==> src/rtl/rggen_rtl_pkg.sv <==
// Shared types and constants for the rggen register-block RTL slice:
// response status codes, the host arbiter state encoding and a width helper.
package rggen_rtl_pkg;

    typedef logic [1:0] status_t;

    localparam status_t OKAY        = 2'b00;
    localparam status_t EXOKAY      = 2'b01;
    localparam status_t SLAVE_ERROR = 2'b10;

    typedef enum logic {
        IDLE = 1'b0,
        BUSY = 1'b1
    } arbiter_state_t;

    // Index width for a vector of 'value' entries, never narrower than one bit.
    function automatic int unsigned clog2_min1(input int unsigned value);
        return (value > 1) ? $clog2(value) : 1;
    endfunction

endpackage

==> src/rtl/rggen_host_arbiter_if.sv <==
// Signal bundle of rggen_host_arbiter: per-host command channels on one side,
// the shared register-block command/response bus on the other.
interface rggen_host_arbiter_if #(
    parameter int unsigned HOSTS         = 2,
    parameter int unsigned DATA_WIDTH    = 32,
    parameter int unsigned ADDRESS_WIDTH = 7
);
    localparam int unsigned STROBE_WIDTH = DATA_WIDTH / 8;

    logic [HOSTS-1:0]                    i_command_valid;
    logic [HOSTS-1:0]                    i_write;
    logic [HOSTS-1:0]                    i_read;
    logic [HOSTS-1:0][ADDRESS_WIDTH-1:0] i_address;
    logic [HOSTS-1:0][STROBE_WIDTH-1:0]  i_strobe;
    logic [HOSTS-1:0][DATA_WIDTH-1:0]    i_write_data;
    logic [HOSTS-1:0][DATA_WIDTH-1:0]    i_write_mask;
    logic [HOSTS-1:0]                    o_response_ready;
    logic [DATA_WIDTH-1:0]               o_read_data;
    logic [1:0]                          o_status;

    logic                                o_command_valid;
    logic                                o_write;
    logic                                o_read;
    logic [ADDRESS_WIDTH-1:0]            o_address;
    logic [STROBE_WIDTH-1:0]             o_strobe;
    logic [DATA_WIDTH-1:0]               o_write_data;
    logic [DATA_WIDTH-1:0]               o_write_mask;
    logic                                i_response_ready;
    logic [DATA_WIDTH-1:0]               i_read_data;
    logic [1:0]                          i_status;

    logic [HOSTS-1:0]                    o_grant;

    // Arbiter view: owns every o_* signal.
    modport master (
        input  i_command_valid, i_write, i_read, i_address, i_strobe,
               i_write_data, i_write_mask,
        input  i_response_ready, i_read_data, i_status,
        output o_response_ready, o_read_data, o_status,
        output o_command_valid, o_write, o_read, o_address, o_strobe,
               o_write_data, o_write_mask,
        output o_grant
    );

    // Environment view: hosts plus register block.
    modport slave (
        output i_command_valid, i_write, i_read, i_address, i_strobe,
               i_write_data, i_write_mask,
        output i_response_ready, i_read_data, i_status,
        input  o_response_ready, o_read_data, o_status,
        input  o_command_valid, o_write, o_read, o_address, o_strobe,
               o_write_data, o_write_mask,
        input  o_grant
    );

endinterface

==> src/rtl/rggen_round_robin_arbiter.sv <==
// Combinational round-robin pick: first requester at or above the pointer,
// wrapping, plus the pointer value that follows a given one-hot owner.
module rggen_round_robin_arbiter
    import rggen_rtl_pkg::*;
#(
    parameter int unsigned HOSTS         = 2,
    parameter int unsigned POINTER_WIDTH = clog2_min1(HOSTS)
)(
    input  logic [HOSTS-1:0]         request,
    input  logic [POINTER_WIDTH-1:0] pointer,
    input  logic [HOSTS-1:0]         owner,
    output logic [HOSTS-1:0]         grant,
    output logic [POINTER_WIDTH-1:0] next_pointer
);

    logic [HOSTS-1:0] rotated_request;
    logic [HOSTS-1:0] rotated_grant;

    // Rotate so the pointer sits at bit 0, isolate the lowest set bit, rotate back.
    always_comb begin
        rotated_request = HOSTS'({request, request} >> pointer);
        rotated_grant   = rotated_request & (~rotated_request + HOSTS'(1));
        grant           = HOSTS'(({rotated_grant, rotated_grant} << pointer) >> HOSTS);
    end

    always_comb begin
        next_pointer = '0;
        for (int i = 0; i < HOSTS; i++) begin
            if (owner[i]) begin
                next_pointer = POINTER_WIDTH'((i + 1) % HOSTS);
            end
        end
    end

endmodule

==> src/rtl/rggen_host_arbiter.sv <==
// Non-preemptive round-robin arbiter sharing one register-block command bus among HOSTS hosts.
// Build option RGGEN_HOST_ARBITER_TIMEOUT_EN adds a BUSY watchdog that ends a stalled transaction with SLAVE_ERROR.
module rggen_host_arbiter
    import rggen_rtl_pkg::*;
#(
    parameter int unsigned HOSTS          = 2,
    parameter int unsigned DATA_WIDTH     = 32,
    parameter int unsigned ADDRESS_WIDTH  = 7,
    parameter int unsigned TIMEOUT_CYCLES = 255
)(
    input  logic                 clk,
    input  logic                 rst_n,
    rggen_host_arbiter_if.master bus
);

    localparam int unsigned POINTER_WIDTH = clog2_min1(HOSTS);
    localparam int unsigned STROBE_WIDTH  = DATA_WIDTH / 8;

    typedef struct packed {
        logic                     write;
        logic                     read;
        logic [ADDRESS_WIDTH-1:0] address;
        logic [STROBE_WIDTH-1:0]  strobe;
        logic [DATA_WIDTH-1:0]    write_data;
        logic [DATA_WIDTH-1:0]    write_mask;
    } command_t;

    arbiter_state_t           state_q, state_d;
    logic [POINTER_WIDTH-1:0] pointer_q, pointer_d, next_pointer;
    logic [HOSTS-1:0]         grant_q, grant_d, pick;
    command_t                 command_q, command_d, picked_command;
    logic                     busy;
    logic                     response;
    logic                     timeout;

    rggen_round_robin_arbiter #(
        .HOSTS         (HOSTS),
        .POINTER_WIDTH (POINTER_WIDTH)
    ) u_round_robin (
        .request      (bus.i_command_valid),
        .pointer      (pointer_q),
        .owner        (grant_q),
        .grant        (pick),
        .next_pointer (next_pointer)
    );

    // pick is one-hot or zero, so a plain priority loop acts as the host mux.
    always_comb begin
        picked_command = '0;
        for (int i = 0; i < HOSTS; i++) begin
            if (pick[i]) begin
                picked_command.write      = bus.i_write[i];
                picked_command.read       = bus.i_read[i];
                picked_command.address    = bus.i_address[i];
                picked_command.strobe     = bus.i_strobe[i];
                picked_command.write_data = bus.i_write_data[i];
                picked_command.write_mask = bus.i_write_mask[i];
            end
        end
    end

    assign busy = (state_q == BUSY);

`ifdef RGGEN_HOST_ARBITER_TIMEOUT_EN
    localparam int unsigned COUNT_WIDTH = clog2_min1(TIMEOUT_CYCLES);

    logic [COUNT_WIDTH-1:0] busy_count_q;

    // Counts BUSY cycles from 0; the TIMEOUT_CYCLES-th BUSY cycle completes the transaction.
    always_ff @(posedge clk or negedge rst_n) begin
        if (!rst_n) begin
            busy_count_q <= '0;
        end else if (!busy) begin
            busy_count_q <= '0;
        end else begin
            busy_count_q <= busy_count_q + COUNT_WIDTH'(1);
        end
    end

    assign timeout = busy && (busy_count_q == COUNT_WIDTH'(TIMEOUT_CYCLES - 1));
`else
    assign timeout = 1'b0;
`endif

    assign response = busy && (bus.i_response_ready || timeout);

    always_comb begin
        // NOTE: every target gets its hold value first, so no path infers a latch.
        state_d   = state_q;
        pointer_d = pointer_q;
        grant_d   = grant_q;
        command_d = command_q;
        case (state_q)
            IDLE: begin
                if (|bus.i_command_valid) begin
                    state_d   = BUSY;
                    grant_d   = pick;
                    command_d = picked_command;
                end
            end
            BUSY: begin
                if (response) begin
                    state_d   = IDLE;
                    grant_d   = '0;
                    pointer_d = next_pointer;
                end
            end
            default: state_d = IDLE;
        endcase
    end

    always_ff @(posedge clk or negedge rst_n) begin
        if (!rst_n) begin
            state_q   <= IDLE;
            pointer_q <= '0;
            grant_q   <= '0;
            command_q <= '0;
        end else begin
            // NOTE: non-blocking so every register samples the pre-edge values.
            state_q   <= state_d;
            pointer_q <= pointer_d;
            grant_q   <= grant_d;
            command_q <= command_d;
        end
    end

    assign bus.o_command_valid = busy;
    assign bus.o_grant         = grant_q;
    assign bus.o_write         = command_q.write;
    assign bus.o_read          = command_q.read;
    assign bus.o_address       = command_q.address;
    assign bus.o_strobe        = command_q.strobe;
    assign bus.o_write_data    = command_q.write_data;
    assign bus.o_write_mask    = command_q.write_mask;

    // A real completion wins over the watchdog; nothing leaks out while idle.
    assign bus.o_response_ready = response ? grant_q : '0;
    assign bus.o_read_data      = (busy && bus.i_response_ready) ? bus.i_read_data : '0;

    always_comb begin
        bus.o_status = OKAY;
        if (busy && bus.i_response_ready) begin
            bus.o_status = bus.i_status;
        end else if (timeout) begin
            bus.o_status = SLAVE_ERROR;
        end
    end

endmodule
==> src/flat_wrapper.sv <==
// flat-port wrapper written by rule: the top's interface ports become plain ports
module rggen_host_arbiter_flat import rggen_rtl_pkg::*;
#(
    parameter int unsigned HOSTS          = 2,
    parameter int unsigned DATA_WIDTH     = 32,
    parameter int unsigned ADDRESS_WIDTH  = 7,
    parameter int unsigned TIMEOUT_CYCLES = 255
)
  (clk, rst_n, bus_i_command_valid, bus_i_write, bus_i_read, bus_i_address, bus_i_strobe, bus_i_write_data, bus_i_write_mask, bus_i_response_ready, bus_i_read_data, bus_i_status, bus_o_response_ready, bus_o_read_data, bus_o_status, bus_o_command_valid, bus_o_write, bus_o_read, bus_o_address, bus_o_strobe, bus_o_write_data, bus_o_write_mask, bus_o_grant);
  rggen_host_arbiter_if #(.HOSTS(HOSTS), .DATA_WIDTH(DATA_WIDTH), .ADDRESS_WIDTH(ADDRESS_WIDTH)) bus_i ();
  input  logic clk;
  input  logic rst_n;
  input wire logic [$bits(bus_i.i_command_valid)-1:0] bus_i_command_valid;
  input wire logic [$bits(bus_i.i_write)-1:0] bus_i_write;
  input wire logic [$bits(bus_i.i_read)-1:0] bus_i_read;
  input wire logic [$bits(bus_i.i_address)-1:0] bus_i_address;
  input wire logic [$bits(bus_i.i_strobe)-1:0] bus_i_strobe;
  input wire logic [$bits(bus_i.i_write_data)-1:0] bus_i_write_data;
  input wire logic [$bits(bus_i.i_write_mask)-1:0] bus_i_write_mask;
  input wire logic [$bits(bus_i.i_response_ready)-1:0] bus_i_response_ready;
  input wire logic [$bits(bus_i.i_read_data)-1:0] bus_i_read_data;
  input wire logic [$bits(bus_i.i_status)-1:0] bus_i_status;
  output wire logic [$bits(bus_i.o_response_ready)-1:0] bus_o_response_ready;
  output wire logic [$bits(bus_i.o_read_data)-1:0] bus_o_read_data;
  output wire logic [$bits(bus_i.o_status)-1:0] bus_o_status;
  output wire logic [$bits(bus_i.o_command_valid)-1:0] bus_o_command_valid;
  output wire logic [$bits(bus_i.o_write)-1:0] bus_o_write;
  output wire logic [$bits(bus_i.o_read)-1:0] bus_o_read;
  output wire logic [$bits(bus_i.o_address)-1:0] bus_o_address;
  output wire logic [$bits(bus_i.o_strobe)-1:0] bus_o_strobe;
  output wire logic [$bits(bus_i.o_write_data)-1:0] bus_o_write_data;
  output wire logic [$bits(bus_i.o_write_mask)-1:0] bus_o_write_mask;
  output wire logic [$bits(bus_i.o_grant)-1:0] bus_o_grant;
  assign bus_i.i_command_valid = bus_i_command_valid;
  assign bus_i.i_write = bus_i_write;
  assign bus_i.i_read = bus_i_read;
  assign bus_i.i_address = bus_i_address;
  assign bus_i.i_strobe = bus_i_strobe;
  assign bus_i.i_write_data = bus_i_write_data;
  assign bus_i.i_write_mask = bus_i_write_mask;
  assign bus_i.i_response_ready = bus_i_response_ready;
  assign bus_i.i_read_data = bus_i_read_data;
  assign bus_i.i_status = bus_i_status;
  assign bus_o_response_ready = bus_i.o_response_ready;
  assign bus_o_read_data = bus_i.o_read_data;
  assign bus_o_status = bus_i.o_status;
  assign bus_o_command_valid = bus_i.o_command_valid;
  assign bus_o_write = bus_i.o_write;
  assign bus_o_read = bus_i.o_read;
  assign bus_o_address = bus_i.o_address;
  assign bus_o_strobe = bus_i.o_strobe;
  assign bus_o_write_data = bus_i.o_write_data;
  assign bus_o_write_mask = bus_i.o_write_mask;
  assign bus_o_grant = bus_i.o_grant;
  rggen_host_arbiter #(.HOSTS(HOSTS), .DATA_WIDTH(DATA_WIDTH), .ADDRESS_WIDTH(ADDRESS_WIDTH), .TIMEOUT_CYCLES(TIMEOUT_CYCLES)) u_core (.clk(clk), .rst_n(rst_n), .bus(bus_i));
endmodule
==> config.mk <==
export PLATFORM = sky130hd
export DESIGN_NAME = rggen_host_arbiter_flat
export DESIGN_NICKNAME = d
export VERILOG_FILES = /design/src/rtl/rggen_rtl_pkg.sv /design/src/rtl/rggen_host_arbiter_if.sv /design/src/rtl/rggen_round_robin_arbiter.sv /design/src/rtl/rggen_host_arbiter.sv /design/src/flat_wrapper.sv
export SDC_FILE = /design/constraint.sdc
export NUM_CORES = 1
export LEC_CHECK = 0
export ABC_AREA = 1
export BUFFER_PORTS_ARGS = -buffer_cell sky130_fd_sc_hd__buf_2
export CAP_MARGIN = 0
export CORE_AREA = 2 2 120 122
export DETAILED_ROUTE_END_ITERATION = 16
export DIE_AREA = 0 0 122 124
export GPL_TIMING_DRIVEN = 0
export PLACE_DENSITY = 0.67
export REMOVE_ABC_BUFFERS = 1
export SETUP_SLACK_MARGIN = 0.15
export SLEW_MARGIN = 5
export SYNTH_ARGS = -nofsm -noshare
export SYNTH_HDL_FRONTEND = slang
export SYNTH_SLANG_ARGS = --single-unit
==> constraint.sdc <==
create_clock -name clk -period 1.73 [get_ports clk]
set_input_delay 0.0865 -clock clk [delete_from_list [all_inputs] [get_ports clk]]
set_output_delay 0.0865 -clock clk [all_outputs]
set_load 0.05 [all_outputs]
# After elaboration in Yosys (flattened, before gate mapping)
# Index checks and enable logic that the tools add are counted.
[op_classes]
add_sub_neg = 1
n_mux = 13
n_bitwise = 3
n_eq_ne = 2
shifts = 2
n_reduce_logical = 5
[ops]
columns = ["operator", "n"]
rows = [
  ["$mux W77", 2],
  ["$mux W32", 1],
  ["$mux W2", 4],
  ["$reduce_and A2 Y1", 3],
  ["$mux W1", 4],
  ["$pmux W2 S2", 1],
  ["$shl A4 B1 Y4", 1],
  ["$shr A4 B1 Y2", 1],
  ["$add A2 B1 Y2 const B", 1],
  ["$and A2 B2 Y2", 1],
  ["$ne A2 B1 Y1 const B", 1],
  ["$ne A2 B2 Y1 const B", 1],
  ["$not A2 Y2", 1],
  ["$pmux W1 S2", 1],
  ["$reduce_or A2 Y1", 1],
  ["$logic_and A1 B1 Y1", 1],
  ["$not A1 Y1", 1],
]
[word_totals]
regBits = 81
input_bits = 193
out_inout_bits = 116

# Logic depth before layout (Yosys ltp)
# Gate-level depths: netlist of the first run.
[logic_depth]
word_depth = 7
ltp_mapped = 8
depth_no_buf = 6

# Hierarchy
# A second synthesis of the first run with hierarchy kept.
[hier_totals]
cells_unflattened = 684
area_unflattened_um2 = 4468.0
[modules_own_cells]
columns = ["mod", "area_each_um2", "cells_per_inst", "n_inst", "seq_area_each_um2"]
rows = [
  ["rggen_host_arbiter", 4440.5, 677, 1, 2026.9],
  ["rggen_round_robin_arbiter", 27.5, 7, 1, 0.0],
]

# Least setup slack after synthesis of the first run
# OpenSTA, ideal clock, no wires.
[synth_path]
kind = "reg2out"
start = "reg u_core.state_q, in the netlist u_core.bus.o_command_valid"
end = "out bus_o_read_data[21]"
slack_ps = -236
t_arrival_ps = 1880
n_path_buf = 2
path_stages_with_launch = 5
path_cell_list = "dfrtp_1 nand2_1 clkbuf_1 clkbuf_1 nor2_1"
[synth_via]
elab_chain_len = 2
[synth_rtl]
columns = ["element", "line", "source"]
rows = [
  ["start: declaration", "rggen_host_arbiter.sv:28", "arbiter_state_t state_q, state_d;"],
  ["start signal: assignment", "rggen_host_arbiter.sv:120", "state_q <= state_d;"],
  ["$logic_and A1 B1 Y1", "rggen_host_arbiter.sv:138", "assign bus.o_read_data = (busy && bus.i_response_ready) ? bus.i_read_data : '0;"],
  ["$mux W32", "rggen_host_arbiter.sv:138", ""],
  ["end: declaration", "flat_wrapper.sv:24", "output wire logic [$bits(bus_i.o_read_data)-1:0] bus_o_read_data;"],
]
# No other way between the ends.

# Final worst setup path of the first run
[layout_path]
start = "reg u_core.state_q, in the netlist u_core.bus.o_command_valid"
end = "out bus_o_read_data[27]"
# The elaborated chain is that of the path after synthesis.

==> results of run 1 <==
==> timing repair <==
| item | in CTS | in global routing |
|---|---|---|
| cloned | 4 | 5 |
| endpoints found under the setup margin | 117 | 84 |
| pin swaps | 0 | 1 |
| hold endpoints to repair | 37 | 0 |
| hold buffers | 1 | 0 |
| gates resized for setup | 20 | 15 |
| setup buffers | 3 | 8 |
==> cells in the final DEF (no fill, tap or decap), types with 2 or more instances in the layout <==
master	count
nand2_8	2
nand4_1	68
nand3_1	89
dfrtp_1	80
clkinv_16	2
nand2_1	176
clkbuf_4	4
buf_4	15
nor2_1	103
buf_16	4
o21ai_0	2
bufinv_16	2
clkbuf_8	2
buf_2	299
clkbuf_16	13
inv_6	2
inv_1	105
==> worst reg2reg max path: cells and delay by family (launching register included) <==
kind            cells  cell delay, ns
compound gates      1            0.08
buf+inv             5            0.78
flops               1            0.41
simple gates        2            0.15
==> logic make-up after synthesis <==
family,share of synthesized area (%)
simple gates,42.0
buf+inv,13.6
flops,43.8
compound gates,0.568
==> layout make-up <==
class | count | share of cell area [%]
tap | 180 | 3.22
multi-input combinational | 445 | 28.8
antenna | 1 | 0.0357
timing repair buffer | 329 | 27.0
inverter | 107 | 6.34
clock buffer | 12 | 3.66
timing repair inverter | 4 | 0.947
clock inverter | 4 | 1.05
sequential | 81 | 29.0
==> routing by layer <==
layer / GRT usage (%) / routed length [um]
met1: 29.6 / 8010
met2: 36.2 / 8260
met3: 3.80 / 1210
met4: 7.33 / 262
met5: 0 / 0
==> power groups by stage <==
stage / logic, mW / registers, mW / clock network (mW)
floorplan: 1.66 / 5.75 / 0
global placement: 6.09 / 3.06 / 0
detailed placement: 6.21 / 3.07 / 0
CTS: 6.44 / 3.05 / 2.17
global route: 7.02 / 3.15 / 2.25
finish: 6.61 / 3.06 / 2.12
==> state kept, by name (all words and copies together) (netlist names) <==
signal	count
u_core.bus.o_write_data	32
u_core.bus.o_write_mask	32
u_core.bus.o_address	7
u_core.bus.o_strobe	4
u_core.bus.o_grant	2
u_core.bus.o_command_valid	1
u_core.bus.o_read	1
u_core.bus.o_write	1
u_core.pointer_q	1
==> worst max-delay path by stage <==
stage	start	to	slack, ns	depth (start not counted)
3_5_place_dp	u_core.bus.o_command_valid$_DFF_PN0_	u_core.bus.o_write_data[25]$_DFFE_PN0P_	-1.25	7
2_1_floorplan	u_core.bus.o_command_valid$_DFF_PN0_	u_core.bus.o_address[0]$_DFFE_PN0P_	-1.13	5
3_3_place_gp	bus_i_command_valid[1]	u_core.bus.o_write_data[25]$_DFFE_PN0P_	-2.94	5
6_report	u_core.bus.o_command_valid$_DFF_PN0_	bus_o_read_data[27]	0.19	4
4_1_cts	u_core.bus.o_command_valid$_DFF_PN0_	u_core.bus.o_write_data[28]$_DFFE_PN0P_	0.11	8
5_1_grt	u_core.bus.o_command_valid$_DFF_PN0_	bus_o_read_data[27]	0.14	4
==> stage by stage <==
step / worst slack [ns] / cells / instance area (sq um) / setup TNS [ns]
finish: 0.186 / 1163 / 7000 / 0
global route: 0.145 / 1162 / 7000 / 0
detailed placement: -1.25 / 1125 / 6320 / -90.96
CTS: 0.112 / 1149 / 6800 / 0
global placement: -2.94 / 1120 / 6170 / -234.08
floorplan: -1.13 / 632 / 4400 / -106.61
==> flow_metrics.py, run 1 <==
metrics = {
    "worst_hold_path": {
        "timing.hold.worst.class": "in2reg",
        "min_from": "bus_i_write_data[37]",
        "whs_endpoint": "u_core.bus.o_write_data[5]$_DFFE_PN0P_",
        "hold-path-cell-count": 3,
    },
    "power": {
        "ir_worst_vdd_mv": 0.673,
        "internal-power_mw": 5.59,
        "sequential_cell_fraction_of_total_power_pct": 26.0,
        "power.combinational.fraction_pct": 56.0,
        "p_clk_share_pct": 18.0,
        "power_per_standard_cell_area_nw_per_um2": 1680,
        "fin_total_pwr_mw": 11.8,
        "power.net_switching_mw": 6.20,
        "p_sw_share_pct": 52.6,
        "power_leakage_nw": 4.21,
    },
    "floorplan": {
        "floorplan.initialDensity_pct": 33.7,
        "fp.dieArea_sq_um": 15100,
        "core_sq_um": 13700,
        "chip_width_um": 122,
        "rows": 43,
        "io_pins": 309,
        "fp.dieH_um": 124,
    },
    "outcome": {
        "status": "completed",
    },
    "logic_synthesis": {
        "synth_top_cells_by_area": "dfrtp_1 (44%), nand2_1 (14%), nand3_1 (9.6%), nand4_1 (9.2%), inv_1 (8.5%)",
        "synth.avg_cell_area_sq_um": 6.77,
        "synth-edff-count": 0,
        "synth_flop_cell": "dfrtp_1",
        "syn_area_sq_um": 4630,
        "synth_cell_type_count": 15,
        "ys_ff_latch": 81,
        "postSynthCellCount": 684,
        "synth-seq-area-share_pct": 43.8,
        "yosysTopAreaCellShare_pct": 43.8,
        "cell_taking_the_most_area_after_synthesis": "dfrtp_1",
        "synth_top_cells_by_count": "nand2_1 (177), inv_1 (105), nor2_1 (104)",
        "yosys_warnings": 0,
        "synth-async-reset-ratio_pct": 100,
        "yosys.cell_count.top_type": "nand2_1",
    },
    "critical_path": {
        "crit_path_max_incr_delay_ns": 0.37,
        "timing.setup.critical_path_class": "reg2out",
        "crit_buf_inv": 2,
        "critPathMaxFanout": 39,
        "critical_path.slowest_cell": "dfrtp_2",
        "worstReg2RegStart": "u_core.bus.o_command_valid$_DFF_PN0_",
        "worst_ep_arrival_time_ns": 1.46,
        "critical_path.reg2reg.endpoint": "u_core.bus.o_write_data[20]$_DFFE_PN0P_",
        "r2r_setup_slack_ns": 0.20,
        "required_ns": 1.64,
        "list_of_cells_traversed_by_the_critical_path": "buf_12, nand2_8, nor2_1, buf_2",
        "cp-end-kind": "output pin",
        "critical_path.startpoint_type": "flop",
        "worst_path_dominant_cell_family": "buffers and inverters",
        "timing.reg2reg.worst_path_depth": 8,
    },
    "route": {
        "viasPerCell": 4.74,
        "drt_iter0_markers": 376,
        "dr.pass1.iters": 5,
        "drcViolationCount": 0,
        "post_drt_wl_per_cell_um": 15.3,
        "wl_mm": 17.7,
        "route.vias.total": 5510,
        "drt.antenna.violating_nets": 0,
    },
    "timing": {
        "maximum_frequency_from_static_timing_analysis_mhz": 648,
        "fin_skew_ns": 0.00461,
        "min_period_over_period_pct": 89.3,
        "period_minus_slack_ns": 1.54,
        "drv_slew": 0,
        "hold_violations": 0,
        "worst_pin_slew_ns": 0.563,
        "relSlewSlack_pct": 62.5,
        "finalSetupViolCount": 0,
        "fin_hold_ws_ns": 0.0131,
        "rsz0062_at_grt": "true",
    },
    "global_route": {
        "pin_count_of_the_biggest_net_entering_global_routing": 82,
        "grt_pass1_wl_mm": 26.0,
        "grtUsageTotal_pct": 22.1,
        "via_count_of_the_first_global_routing_pass": 4979,
        "initial_antenna_violation_count": 0,
        "gr-total-overflow": 0,
    },
    "clocking": {
        "htree_levels": 3,
        "clock_tree_root_driver_cell": "clkbuf_16",
        "clock-sinks": 81,
        "cts_buffer_depth": 2,
        "cts_made_buffers": 9,
        "worstSkewPairLatency_ns": 0.33,
        "clk_pin_slew_worst_paths_ns": 0.06,
        "cts_tree": "done",
    },
    "cells_and_area": {
        "area.sequential_sq_um": 2030,
        "layout.filler_cells": 1440,
        "multiInputGateArea_sq_um": 2020,
        "area_overhead_vs_synth_pct": 51.3,
        "final_core_density_pct": 51.1,
        "post_route_cells_drive_above_1_share_pct": 36.4,
        "layout.nets": 1170,
    },
    "placed_design": {
        "place.detailed.hpwl_mm": 10.6,
        "place.gp.congestion": 0.821,
        "port-buffer-count": 308,
    },
    "job": {
        "maxCapViolCount": 0,
    },
}
No activity file was read; power rests on OpenSTA's default activity.
==> inputs of run 2 (changes only) <==
==> constraint.sdc (replaced) <==
create_clock -name clk -period 1.73 [get_ports clk]
set_input_delay 0 -clock clk [delete_from_list [all_inputs] [get_ports clk]]
set_output_delay 0 -clock clk [all_outputs]
set_load 0.05 [all_outputs]
==> flow_metrics.py, run 2 (synthesis results as in run 1) <==
metrics = {
    "clocking": {
        "cts_made_buffers": 9,
        "htree_levels": 3,
        "clock-sinks": 81,
        "worstSkewPairLatency_ns": 0.33,
        "clk_pin_slew_worst_paths_ns": 0.06,
        "cts_buffer_depth": 2,
        "cts_tree": "done",
        "clock_tree_root_driver_cell": "clkbuf_16",
    },
    "placed_design": {
        "port-buffer-count": 308,
        "place.gp.congestion": 0.821,
        "place.detailed.hpwl_mm": 10.6,
        "dp_worst_setup_slack_ns": -1.25,
    },
    "floorplan": {
        "fp.dieArea_sq_um": 15100,
        "core_sq_um": 13700,
        "fp.dieH_um": 124,
        "chip_width_um": 122,
        "io_pins": 309,
        "floorplan.initialDensity_pct": 33.7,
        "rows": 43,
    },
    "power": {
        "power_per_standard_cell_area_nw_per_um2": 1430,
        "power.net_switching_mw": 6.37,
        "power.combinational.fraction_pct": 57.1,
        "internal-power_mw": 5.78,
        "p_clk_share_pct": 17.5,
        "p_sw_share_pct": 52.4,
        "ir_worst_vdd_mv": 0.743,
        "power_leakage_nw": 4.80,
        "sequential_cell_fraction_of_total_power_pct": 25.4,
    },
    "route": {
        "wl_mm": 21.4,
        "drt.antenna.violating_nets": 0,
        "viasPerCell": 4.91,
        "post_drt_wl_per_cell_um": 16.4,
        "drt_iter0_markers": 507,
        "highest_layer": "met4",
        "wl_met3_mm": 1.80,
        "routed_wire_length_on_met2_mm": 10.5,
        "dr.pass1.iters": 5,
        "drcViolationCount": 0,
        "route.layer.met1.wl_mm": 8.67,
        "route.vias.total": 6404,
    },
    "timing": {
        "final_critical_path_setup_slack_ns": 0.153,
        "rsz0062_at_grt": "true",
        "maximum_frequency_from_static_timing_analysis_mhz": 634,
        "drv_slew": 0,
        "fin_skew_ns": 0.00616,
        "period_minus_slack_ns": 1.58,
        "setup-tns-final_ns": 0,
        "finalSetupViolCount": 0,
        "worst_pin_slew_ns": 0.569,
        "hold_violations": 0,
        "relSlewSlack_pct": 62.0,
        "min_period_over_period_pct": 91.1,
    },
    "critical_path": {
        "critPathMaxFanout": 39,
        "cp-end-kind": "output pin",
        "startpoint": "u_core.bus.o_command_valid$_DFF_PN0_",
        "worst_ep_arrival_time_ns": 1.58,
        "critical_path.startpoint_type": "flop",
        "worstReg2RegStart": "u_core.pointer_q$_DFFE_PN0P_",
        "required_ns": 1.73,
        "timing.setup.critical_path_class": "reg2out",
    },
    "cells_and_area": {
        "most_common_library_cell_in_the_layout_ignoring_fill_and_taps": "buf_2",
        "mostFrequentLayoutCells": "buf_2 (270), nand2_1 (176), dlygate4sd3_1 (150)",
        "area_overhead_vs_synth_pct": 84.2,
        "diodes": 0,
        "post_route_cells_drive_above_1_share_pct": 31.4,
        "layout.nets": 1313,
    },
    "global_route": {
        "initial_antenna_violation_count": 0,
        "grt_pass1_wl_mm": 31.6,
        "via_count_of_the_first_global_routing_pass": 6284,
        "gr-total-overflow": 0,
        "pin_count_of_the_biggest_net_entering_global_routing": 82,
        "grtUsageTotal_pct": 26.6,
    },
    "outcome": {
        "status": "completed",
    },
    "worst_hold_path": {
        "timing.hold.worst.class": "in2reg",
        "min_from": "bus_i_write_mask[11]",
    },
    "job": {
        "maxCapViolCount": 0,
    },
}
## run 2: cell count changes in the layout (fill, tap and decap cells not counted), moves of 2 or more
cell / delta
buf_2: -29
buf_4: +12
nor2_1: -2
nor2_2: +2
clkbuf_16: -2
dlygate4sd3_1: +149
clkbuf_4: -4
buf_6: +18
## run 2: what timing repair did
| item | CTS | global route |
|---|---|---|
| cloned | 4 | 3 |
| resized for setup | 37 | 59 |
| hold endpoints to repair | 113 | 0 |
| hold buffers | 150 | 0 |
| setup buffers | 4 | 3 |
| pin swaps | 0 | 1 |
| endpoints found under the setup margin | 117 | 108 |
## run 2: final timing paths
path	depth (start not counted)	slack, ns	endpoint
worst max-delay path	4	0.15	bus_o_read_data[27]
worst max register to register	5	0.20	u_core.bus.o_write_data[11]$_DFFE_PN0P_
worst min-delay path	5	0.02	u_core.bus.o_write_mask[11]$_DFFE_PN0P_
min in group asynchronous	2	0.20	u_core.bus.o_write_mask[16]$_DFFE_PN0P_
worst min register to register	2	0.48	u_core.bus.o_write_mask[8]$_DFFE_PN0P_
max in group asynchronous	3	0.89	u_core.bus.o_command_valid$_DFF_PN0_
## run 2: stage by stage
stage          hold slack (ns)  cells  power (mW)  util, %  area, sq um
2_1_floorplan           -0.296    632        7.41        -         4400
3_3_place_gp             0.228   1120        9.15     44.9         6170
3_5_place_dp           0.00800   1125        9.28     46.0         6320
4_1_cts                0.00582   1299        11.9     60.7         8330
5_1_grt                 0.0391   1305        12.7     62.2         8530
6_report                0.0198   1305        12.2     62.2         8530
## run 2: power by group through the flow
stage               logic (mW)  registers, mW  clock network [mW]
floorplan                 1.66           5.75                   0
global placement          6.09           3.06                   0
detailed placement        6.21           3.07                   0
CTS                       6.71           3.06                2.17
global route              7.30           3.18                2.25
finish                    6.94           3.09                2.13
## run 2: critical path, cell delays in order (launching register included)
cell,delay (ns)
dfrtp_2,0.49
buf_4,0.18
nand2_8,0.16
nor2_1,0.22
buf_6,0.19
## run 2: area by class of cell
| type | count | area (sq um) |
|---|---|---|
| well taps | 180 | 225 |
| repair inverters | 4 | 58.8 |
| flip-flops and latches | 81 | 2030 |
| clock inverters | 4 | 73.8 |
| fillers | 1119 | 5190 |
| clock buffers | 12 | 256 |
| repair buffers | 472 | 3430 |
| inverters | 107 | 434 |
| multi-input cells | 445 | 2020 |
## run 2: layer usage
| layer | GRT usage, % | vias up |
|---|---|---|
| li1 | - | 3023 |
| met1 | 33.1 | 2932 |
| met2 | 45.0 | 401 |
| met3 | 4.90 | 48 |
| met4 | 11.7 | 0 |
| met5 | 0 | - |
==> inputs of run 3 (changes only) <==
ABC_AREA = unset   (was 1)
CORE_AREA = 2 2 121 123   (was 2 2 120 122)
DIE_AREA = 0 0 123 125   (was 0 0 122 124)
PLACE_DENSITY = unset   (was 0.67)
==> flow_metrics.py, run 3 <==
metrics = {
    "logic_synthesis": {
        "yosys_warnings": 0,
        "synth-async-reset-ratio_pct": 100,
        "synth_flop_cell": "dfrtp_1",
        "yosysTopAreaCellShare_pct": 53.4,
        "synth-edff-count": 0,
        "cell_taking_the_most_area_after_synthesis": "dfrtp_1",
        "synth-adder-area-share_pct": 0,
        "postSynthCellCount": 329,
        "synth_xor_xnor_area_share_pct": 0,
        "syn_area_sq_um": 3790,
        "post_synth_mux_area_share_pct": 0,
        "synth.avg_cell_area_sq_um": 11.5,
        "synth_top_cells_by_area": "dfrtp_1 (53%), a221o_1 (18%), and2_1 (11%), and3_1 (5.9%), a32oi_1 (2.1%)",
        "yosys.cell_count.top_type": "dfrtp_1",
        "ys_ff_latch": 81,
        "synth_compound_area_share_pct": 22.7,
        "combinational_family_with_the_most_area_after_synthesis": "compound AO/OA/AOI/OAI gates",
        "synth_cell_type_count": 21,
        "synth-seq-area-share_pct": 53.4,
        "synth-simple-area-share_pct": 19.0,
        "synth_top_cells_by_count": "dfrtp_1 (81), and2_1 (69), a221o_1 (68)",
    },
    "route": {
        "drcViolationCount": 0,
        "post_drt_wl_per_cell_um": 19.5,
        "dr.pass1.iters": 4,
        "route.vias.total": 4828,
        "wl_mm": 19.0,
        "drt_iter0_markers": 243,
        "viasPerCell": 4.96,
        "drt.antenna.violating_nets": 0,
    },
    "timing": {
        "relSlewSlack_pct": 69.4,
        "fin_skew_ns": 0.0163,
        "worst_pin_slew_ns": 0.460,
        "period_minus_slack_ns": 1.67,
        "hold_violations": 0,
        "finalSetupViolCount": 0,
        "min_period_over_period_pct": 96.5,
        "rsz0062_at_grt": "true",
        "final_critical_path_setup_slack_ns": 0.0603,
        "drv_slew": 0,
        "setup-tns-final_ns": 0,
        "maximum_frequency_from_static_timing_analysis_mhz": 599,
        "fin_hold_ws_ns": 0.00717,
    },
    "cells_and_area": {
        "layout_cell_area_excl_fill_sq_um": 7750,
        "layout.nets": 977,
        "multiInputGateArea_sq_um": 1790,
        "mostFrequentLayoutCells": "buf_2 (305), dlygate4sd3_1 (142), dfrtp_1 (80)",
        "area.sequential_sq_um": 2030,
        "most_common_library_cell_in_the_layout_ignoring_fill_and_taps": "buf_2",
        "layout.filler_cells": 1175,
        "post_route_cells_drive_above_1_share_pct": 51.6,
        "diodes": 0,
        "area_overhead_vs_synth_pct": 104,
    },
    "floorplan": {
        "core_sq_um": 14200,
        "fp.dieH_um": 125,
        "rows": 44,
        "chip_width_um": 123,
        "io_pins": 309,
        "fp.dieArea_sq_um": 15400,
        "floorplan.initialDensity_pct": 26.7,
    },
    "clocking": {
        "cts_tree": "done",
        "cts_buffer_depth": 2,
        "clk_pin_slew_worst_paths_ns": 0.07,
        "clock_tree_root_driver_cell": "clkbuf_16",
        "htree_levels": 3,
        "worstSkewPairLatency_ns": 0.34,
        "clock-sinks": 81,
        "cts_made_buffers": 9,
    },
    "critical_path": {
        "critical_path.endpoint": "u_core.bus.o_write_mask[31]$_DFFE_PN0P_",
        "critPathMaxFanout": 11,
        "critical_path.startpoint_type": "flop",
        "required_ns": 1.95,
        "r2r_setup_slack_ns": 0.06,
        "worstReg2RegStart": "u_core.bus.o_command_valid$_DFF_PN0_",
        "worst_ep_arrival_time_ns": 1.89,
        "timing.reg2reg.worst_path_depth": 6,
        "cp-end-kind": "flop",
        "critical_path.reg2reg.endpoint": "u_core.bus.o_write_mask[31]$_DFFE_PN0P_",
        "timing.setup.critical_path_class": "reg2reg",
        "startpoint": "u_core.bus.o_command_valid$_DFF_PN0_",
    },
    "power": {
        "fin_total_pwr_mw": 12.7,
        "power_leakage_nw": 4.04,
        "power_per_standard_cell_area_nw_per_um2": 1640,
        "ir_worst_vdd_mv": 1.53,
    },
    "global_route": {
        "via_count_of_the_first_global_routing_pass": 5091,
        "gr-total-overflow": 0,
        "initial_antenna_violation_count": 0,
        "grt_pass1_wl_mm": 27.3,
        "pin_count_of_the_biggest_net_entering_global_routing": 64,
        "grtUsageTotal_pct": 23.7,
    },
    "placed_design": {
        "dp_worst_setup_slack_ns": -0.540,
        "place.gp.congestion": 0.791,
        "port-buffer-count": 308,
        "place.detailed.hpwl_mm": 9.68,
        "dpl-instance-area_sq_um": 5470,
    },
    "outcome": {
        "status": "completed",
    },
    "job": {
        "maxCapViolCount": 0,
    },
    "worst_hold_path": {
        "timing.hold.worst.class": "in2reg",
    },
}
run 3: cell count changes after synthesis, moves of 10 or more:
cell     change
inv_1      -104
nor2_1      -95
nand4_1     -68
nand2_1    -175
and2_1      +69
buf_1       -10
and3_1      +36
a221o_1     +68
nand3_1     -89
run 3: area by class of cell:
type / instances / share of cell area (%)
clock inverter: 6 / 1.16
tap: 184 / 2.97
inverter: 1 / 0.0969
sequential: 81 / 26.2
multi-input combinational: 217 / 23.0
clock buffer: 10 / 2.95
timing repair buffer: 474 / 43.6
run 3: how the worst min path moves through the flow:
| stage | startpoint | endpoint | slack, ns | depth (start not counted) |
|---|---|---|---|---|
| finish | bus_i_read[0] | u_core.bus.o_read$_DFFE_PN0P_ | 0.007 | 3 |
| global route | bus_i_write_mask[6] | u_core.bus.o_write_mask[6]$_DFFE_PN0P_ | 0.02 | 3 |
| CTS | bus_i_read[0] | u_core.bus.o_read$_DFFE_PN0P_ | 0.01 | 3 |
| detailed placement | rst_n | u_core.bus.o_write_data[27]$_DFFE_PN0P_ | -0.1 | 1 |
| global placement | bus_i_write_mask[28] | u_core.bus.o_write_mask[28]$_DFFE_PN0P_ | 0.23 | 2 |
| floorplan | rst_n | u_core.bus.o_address[0]$_DFFE_PN0P_ | -0.30 | 0 |
run 3: kinds of logic after synthesis:
family	count (synthesis)
DFF	81
buffers and inverters	36
AOI/OAI and AO/OA	93
and+or+nand+nor	119
run 3: timing repair:
| action | CTS | global route |
|---|---|---|
| pin swaps | 27 | 21 |
| resized for setup | 49 | 20 |
| hold buffers | 142 | 0 |
| setup buffers | 13 | 1 |
| gates cloned | 11 | 1 |
| hold endpoints to repair | 154 | 0 |
| endpoints found under the setup margin | 117 | 81 |
run 3: metrics by stage:
stage / util (%) / std cells
2_1_floorplan: - / 294
3_3_place_gp: 37.9 / 786
3_5_place_dp: 38.5 / 789
4_1_cts: 54.0 / 971
5_1_grt: 54.6 / 973
6_report: 54.6 / 973
run 3: per-layer routing:
metal / GRT usage (%) / part of all wire, % / up-vias
li1: - / - / 2178
met3: 5.20 / 8.1 / 38
met5: 0 / 0 / -
met2: 41.3 / 50 / 284
met1: 27.7 / 39 / 2328
met4: 10.5 / 2.8 / 0
run 3: worst max-delay path, cell delays in order, from the launching register on:
cell      delay [ns]
dfrtp_4         0.47
buf_6           0.12
o21bai_4        0.18
buf_12          0.18
buf_16          0.15
and2_1          0.16
a221o_1         0.28
run 3: power by group:
group / leakage [nW] / internal, mW / switching [mW]
sequential: 0.991 / 2.71 / 0.498
clock: 0.153 / 1.27 / 0.781
combinational: 2.89 / 2.57 / 4.91
